===== src/rtl/press_pkg.sv =====
// press_pkg: shared state encoding and default timing for the push-button front end.
package press_pkg;
  typedef enum logic [2:0] {IDLE, DEB_P, HELD, LONG, DEB_R} press_state_e;
  localparam int DEB_MS_DEF    = 20;
  localparam int LONG_MS_DEF   = 1000;
  localparam int REPEAT_MS_DEF = 200;
endpackage


===== src/rtl/press_chan.sv =====
// press_chan: one button channel -- synchroniser, debounce/hold FSM and registered pulses.
module press_chan
  import press_pkg::*;
#(
  parameter int DEB_MS    = DEB_MS_DEF,
  parameter int LONG_MS   = LONG_MS_DEF,
  parameter int REPEAT_MS = REPEAT_MS_DEF,
  parameter int CNT_W     = 11
) (
  input  logic clk_ms,
  input  logic rst_on,
  input  logic btn_i,
  input  logic rpt_en_i,
  output logic short_o,
  output logic long_o,
  output logic repeat_o,
  output logic long_level_o,
  output logic long_ev_o
);
  localparam logic [CNT_W-1:0] DEB_END  = CNT_W'(DEB_MS - 1);
  localparam logic [CNT_W-1:0] LONG_END = CNT_W'(LONG_MS - 1);
  localparam logic [CNT_W-1:0] RPT_END  = CNT_W'(REPEAT_MS - 1);
  press_state_e     state_q;
  logic [1:0]       sync_q;
  logic [CNT_W-1:0] tmr_q, hcnt_q;
  logic             was_long_q;
  logic             s;
  assign s            = sync_q[1];
  assign long_ev_o    = (state_q == HELD) && s && (hcnt_q == LONG_END);
  assign long_level_o = (state_q == LONG);
  always_ff @(posedge clk_ms or negedge rst_on) begin
    if (!rst_on) begin
      state_q    <= IDLE;
      sync_q     <= '0;
      tmr_q      <= '0;
      hcnt_q     <= '0;
      was_long_q <= 1'b0;
      short_o    <= 1'b0;
      long_o     <= 1'b0;
      repeat_o   <= 1'b0;
    end else begin
      sync_q   <= {sync_q[0], btn_i};
      short_o  <= 1'b0;
      long_o   <= 1'b0;
      repeat_o <= 1'b0;
      case (state_q)
        IDLE: if (s) begin
          state_q <= DEB_P;
          tmr_q   <= '0;
        end
        DEB_P: if (!s) state_q <= IDLE;
        else if (tmr_q == DEB_END) begin
          state_q    <= HELD;
          hcnt_q     <= '0;
          was_long_q <= 1'b0;
        end else tmr_q <= tmr_q + 1'b1;
        HELD: if (!s) begin
          state_q <= DEB_R;
          tmr_q   <= '0;
        end else if (long_ev_o) begin
          state_q    <= LONG;
          was_long_q <= 1'b1;
          long_o     <= 1'b1;
          hcnt_q     <= '0;
        end else hcnt_q <= hcnt_q + 1'b1;
        LONG: if (!s) begin
          state_q <= DEB_R;
          tmr_q   <= '0;
        end else if (rpt_en_i && hcnt_q == RPT_END) begin
          repeat_o <= 1'b1;
          hcnt_q   <= '0;
        end else hcnt_q <= rpt_en_i ? hcnt_q + 1'b1 : '0;
        // hcnt is preserved across a release glitch so the hold is not restarted
        DEB_R: if (s) state_q <= was_long_q ? LONG : HELD;
        else if (tmr_q == DEB_END) begin
          state_q <= IDLE;
          short_o <= !was_long_q;
        end else tmr_q <= tmr_q + 1'b1;
        default: state_q <= IDLE;
      endcase
    end
  end
endmodule


===== src/rtl/press_multi_ctrl.sv =====
// press_multi_ctrl: NCH independent button channels plus a power latch toggled
// by each long press of channel PWR_CH.
module press_multi_ctrl
  import press_pkg::*;
#(
  parameter int NCH       = 4,
  parameter int DEB_MS    = DEB_MS_DEF,
  parameter int LONG_MS   = LONG_MS_DEF,
  parameter int REPEAT_MS = REPEAT_MS_DEF,
  parameter int PWR_CH    = 0,
  parameter int CNT_W     = 11
) (
  input  logic           clk_ms,
  input  logic           rst_on,
  input  logic [NCH-1:0] btn_in,
  input  logic [NCH-1:0] rpt_en,
  output logic [NCH-1:0] short_pulse,
  output logic [NCH-1:0] long_pulse,
  output logic [NCH-1:0] long_level,
  output logic [NCH-1:0] repeat_pulse,
  output logic           pwr_on
);
  logic [NCH-1:0] long_ev;
  logic           pwr_on_q;
  for (genvar i = 0; i < NCH; i++) begin : g_ch
    press_chan #(
      .DEB_MS(DEB_MS), .LONG_MS(LONG_MS), .REPEAT_MS(REPEAT_MS), .CNT_W(CNT_W)
    ) u_chan (
      .clk_ms(clk_ms), .rst_on(rst_on), .btn_i(btn_in[i]), .rpt_en_i(rpt_en[i]),
      .short_o(short_pulse[i]), .long_o(long_pulse[i]), .repeat_o(repeat_pulse[i]),
      .long_level_o(long_level[i]), .long_ev_o(long_ev[i])
    );
  end
  // Toggle on the edge that registers long_pulse, so the latch moves with the pulse
  always_ff @(posedge clk_ms or negedge rst_on) begin
    if (!rst_on) pwr_on_q <= 1'b0;
    else if (long_ev[PWR_CH]) pwr_on_q <= !pwr_on_q;
  end
  assign pwr_on = pwr_on_q;
endmodule


===== config.mk =====
export PLATFORM = sky130hd
export DESIGN_NAME = press_multi_ctrl
export DESIGN_NICKNAME = d
export VERILOG_FILES = /design/src/rtl/press_pkg.sv /design/src/rtl/press_chan.sv /design/src/rtl/press_multi_ctrl.sv
export SDC_FILE = /design/constraint.sdc
export NUM_CORES = 1
export LEC_CHECK = 0
export CAP_MARGIN = 20
export CORE_MARGIN = 1
export CORE_UTILIZATION = 55
export CTS_BUF_LIST = sky130_fd_sc_hd__clkbuf_16
export CTS_CLUSTER_DIAMETER = 40
export DETAILED_ROUTE_END_ITERATION = 8
export GPL_TIMING_DRIVEN = 0
export PLACE_DENSITY_LB_ADDON = 0.25
export SYNTH_ARGS = -nofsm -noshare
export SYNTH_HDL_FRONTEND = slang
export SYNTH_HIERARCHICAL = 1
export SYNTH_SLANG_ARGS = --single-unit

===== constraint.sdc =====
create_clock -name clk_ms -period 2.5 [get_ports clk_ms]
set_input_delay 0.625 -clock clk_ms [delete_from_list [all_inputs] [get_ports clk_ms]]
set_output_delay 0.625 -clock clk_ms [all_outputs]
set_load 0.1 [all_outputs]

==> impl_results.md <==
- Antenna violations before repair: 0
- Max incr delay on CP: 0.55 ns
- Period Utilization, post-route: 0.973
- Worst min path class: input port to async pin
- Chip width: around 120 um
- Routed WL: around 15 mm
- RSZ-0062 raised after global routing: no
- Vias per cell: 6.17
- Status: finished clean
- Non-filler cells, final: around 970
- P_sw: ~1.0 mW
- R2R Path Start: g_ch[3].u_chan/hcnt_q[0]$_DFFE_PN0P_
- Final Wtd Congestion: 0.898
- Clock Latency Late Sink: around 0.42 ns
- Final ANT Viol Nets: 0
- Final setup viols: 0
- Final Max Tran Viols: 0
- Global-route wire length before repair: between 20 and 30 mm
- Die Ht: between 100 and 150 um
- Vias in the first global route: approximately 5600
- YS warnings: 6
- Final Util: 0.652
- Clk pwr share: 0.511
- Ant. Diodes: 0
- Worst r2r dst: g_ch[3].u_chan/hcnt_q[8]$_DFFE_PN0P_
- Site row count: roughly 40
- CTS Root Cell: clkbuf_16
- Clock Skew: between 0.008 and 0.009 ns
- Layout Area Growth over Synthesis: 15.8%
- Achievable frequency: 0.411 GHz
- Fin. Hold Viols: 0
- Final net count: about 800
- Internal: 3.77 mW
- Gate power share: 0.049
- Worst Max-Slew Pin Slew: around 0.97 ns
- Rel. slew slack: 0.350
- DR pass1 iterations: 6
- Cells after synthesis: approximately 740
- Pwr/cell area: 584 mW/mm2
- Pleak: 3.56 nW
- Port bufs: 26
- Mapped Area: 0.00708 mm2
- Critical Path, Cell by Cell: buf_6, inv_1, and3_1, clkdlybuf4s15_2
- VDD IR-drop max: 0.499 mV
- R2R setup slack: approximately 0.28 ns
- Reg2reg path depth: 6
- DP HPWL: 10.3 mm
- Critical path's slowest cell: clkdlybuf4s15_2
- Layout cells sized above 1: 0.0917
- Crit Path Class: register to output pin
- Worst Setup End Kind: output pin
- Synthesized Nets: 756
- Max clock buf depth: 2
- Pwr Total: 4.79 mW
- Dpl cells: 937
- H-tree Lvls: 4
- Proportion of power drawn by flip-flops and latches: 0.440
- Total gr overflow: 0
- CP required: around 1.9 ns
- Pin count of the biggest net entering global routing: 99
- Per-cell routed wire length: 15.6 um
- CTS buffer count: 17
- CTS sink count: ~130
- Max Fanout on Critical Path: 9
- Max-cap violations: 0
- Minimum clock period: 2.43 ns
- Vias: roughly 6000
- Remaining DRCs: 0
- TritonCTS clock tree: built
- Syn avg cell area: ~9.6 um2
- Sw frac: 0.213
- CP startpoint kind: register
- Fin Setup TNS: 0 ns
- Clock-pin slew on the worst setup and hold paths: 0.05 ns
- Overall Global Routing Usage: 0.245
- DRT iter0 DRCs: just under 500
- Core Region: 0.0126 mm2
- Hold_buf cts: 0
- Die Area: around 0.013 mm2
- Initial Util: 0.563
- IO Pins: 27
- CP arrival: 1.81 ns
-- state kept, by name (all words and copies together), names as in the netlist --
signal and flops:
g_ch.u_chan/short_o 4, g_ch.u_chan/tmr_q 44, g_ch.u_chan/was_long_q 4, g_ch.u_chan/long_o 4, g_ch.u_chan/hcnt_q 44, pwr_on 1, g_ch.u_chan/state_q 12, g_ch.u_chan/repeat_o 4
g_ch.u_chan/sync_q 8
-- how the worst max path moves through the flow --
| stage | startpoint | endpoint | slack [ns] | depth (start not counted) |
|---|---|---|---|---|
| global placement | rst_on | g_ch[3].u_chan/hcnt_q[8]$_DFFE_PN0P_ | -3.96 | 1 |
| CTS | g_ch[2].u_chan/repeat_o$_DFF_PN0_ | repeat_pulse[2] | 0.002 | 1 |
| global route | g_ch[2].u_chan/state_q[0]$_DFFE_PN0P_ | long_level[2] | 0.008 | 4 |
| detailed placement | g_ch[1].u_chan/state_q[0]$_DFFE_PN0P_ | long_level[1] | -0.32 | 4 |
| finish | g_ch[3].u_chan/state_q[2]$_DFFE_PN0P_ | long_level[3] | 0.07 | 4 |
| floorplan | g_ch[0].u_chan/state_q[0]$_DFFE_PN0P_ | long_level[0] | 0.33 | 3 |
-- worst max-delay path: cells and delay by family (launching register included) --
| family | cells | cell delay, ns |
|---|---|---|
| flip-flops | 1 | 0.37 |
| AND/OR/NAND/NOR | 1 | 0.18 |
| buffers and inverters | 3 | 0.83 |
-- per-layer routing --
metal	share of wire	GRT usage
met2	0.49	0.388
met5	0	0
met4	0.010	0.0978
met3	0.040	0.0565
met1	0.46	0.325
-- power groups by stage --
stage          clock [mW]  sequential, mW  combinational [mW]
2_1_floorplan           0            2.13               0.142
3_3_place_gp            0            2.14               0.222
3_5_place_dp            0            2.14               0.237
4_1_cts              2.50            2.11               0.238
5_1_grt              2.61            2.11               0.266
6_report             2.45            2.11               0.235
-- metrics by stage --
stage | worst slack [ns] | instance area [um2] | hold slack [ns]
after floorplan | 0.333 | 7110 | 0.329
after global placement | -3.96 | 7590 | 0.333
after detailed placement | -0.325 | 7620 | 0.336
after CTS | 0.00187 | 8190 | 0.0709
after global routing | 0.00793 | 8200 | 0.0844
final | 0.0668 | 8200 | 0.0774
-- placed cells by master, fill, tap and decap left out, types with 8 or more instances in the layout --
master / n
a21oi_1: 26
a31oi_1: 15
a32o_1: 13
and3_1: 31
clkbuf_1: 10
clkbuf_16: 17
clkdlybuf4s50_1: 8
dfrtp_1: 125
dlygate4sd2_1: 9
ha_1: 8
inv_1: 14
nand2_1: 76
nand2b_1: 14
nand3_1: 42
nand4_1: 17
nor2_1: 79
nor2b_1: 8
nor3_1: 16
o21ai_0: 41
o21ai_1: 8
o2bb2ai_1: 14
o31ai_1: 21
or3_1: 12
xor2_1: 23
-- area by class of cell --
type / count / area (um2)
buffer: 20 / 113
timing repair buffer: 27 / 285
multi-input combinational: 583 / 3830
tap: 172 / 215
sequential: 125 / 3130
inverter: 10 / 37.5
clock buffer: 17 / 425
clock inverter: 14 / 161
fill: 1032 / 4370
-- what timing repair did --
action,4_1_cts,5_1_grt
resized for setup,30,5
buffers inserted,0,0
endpoints found under the setup margin,13,5
pin swaps,0,0
(Power assumes the default switching activity.)
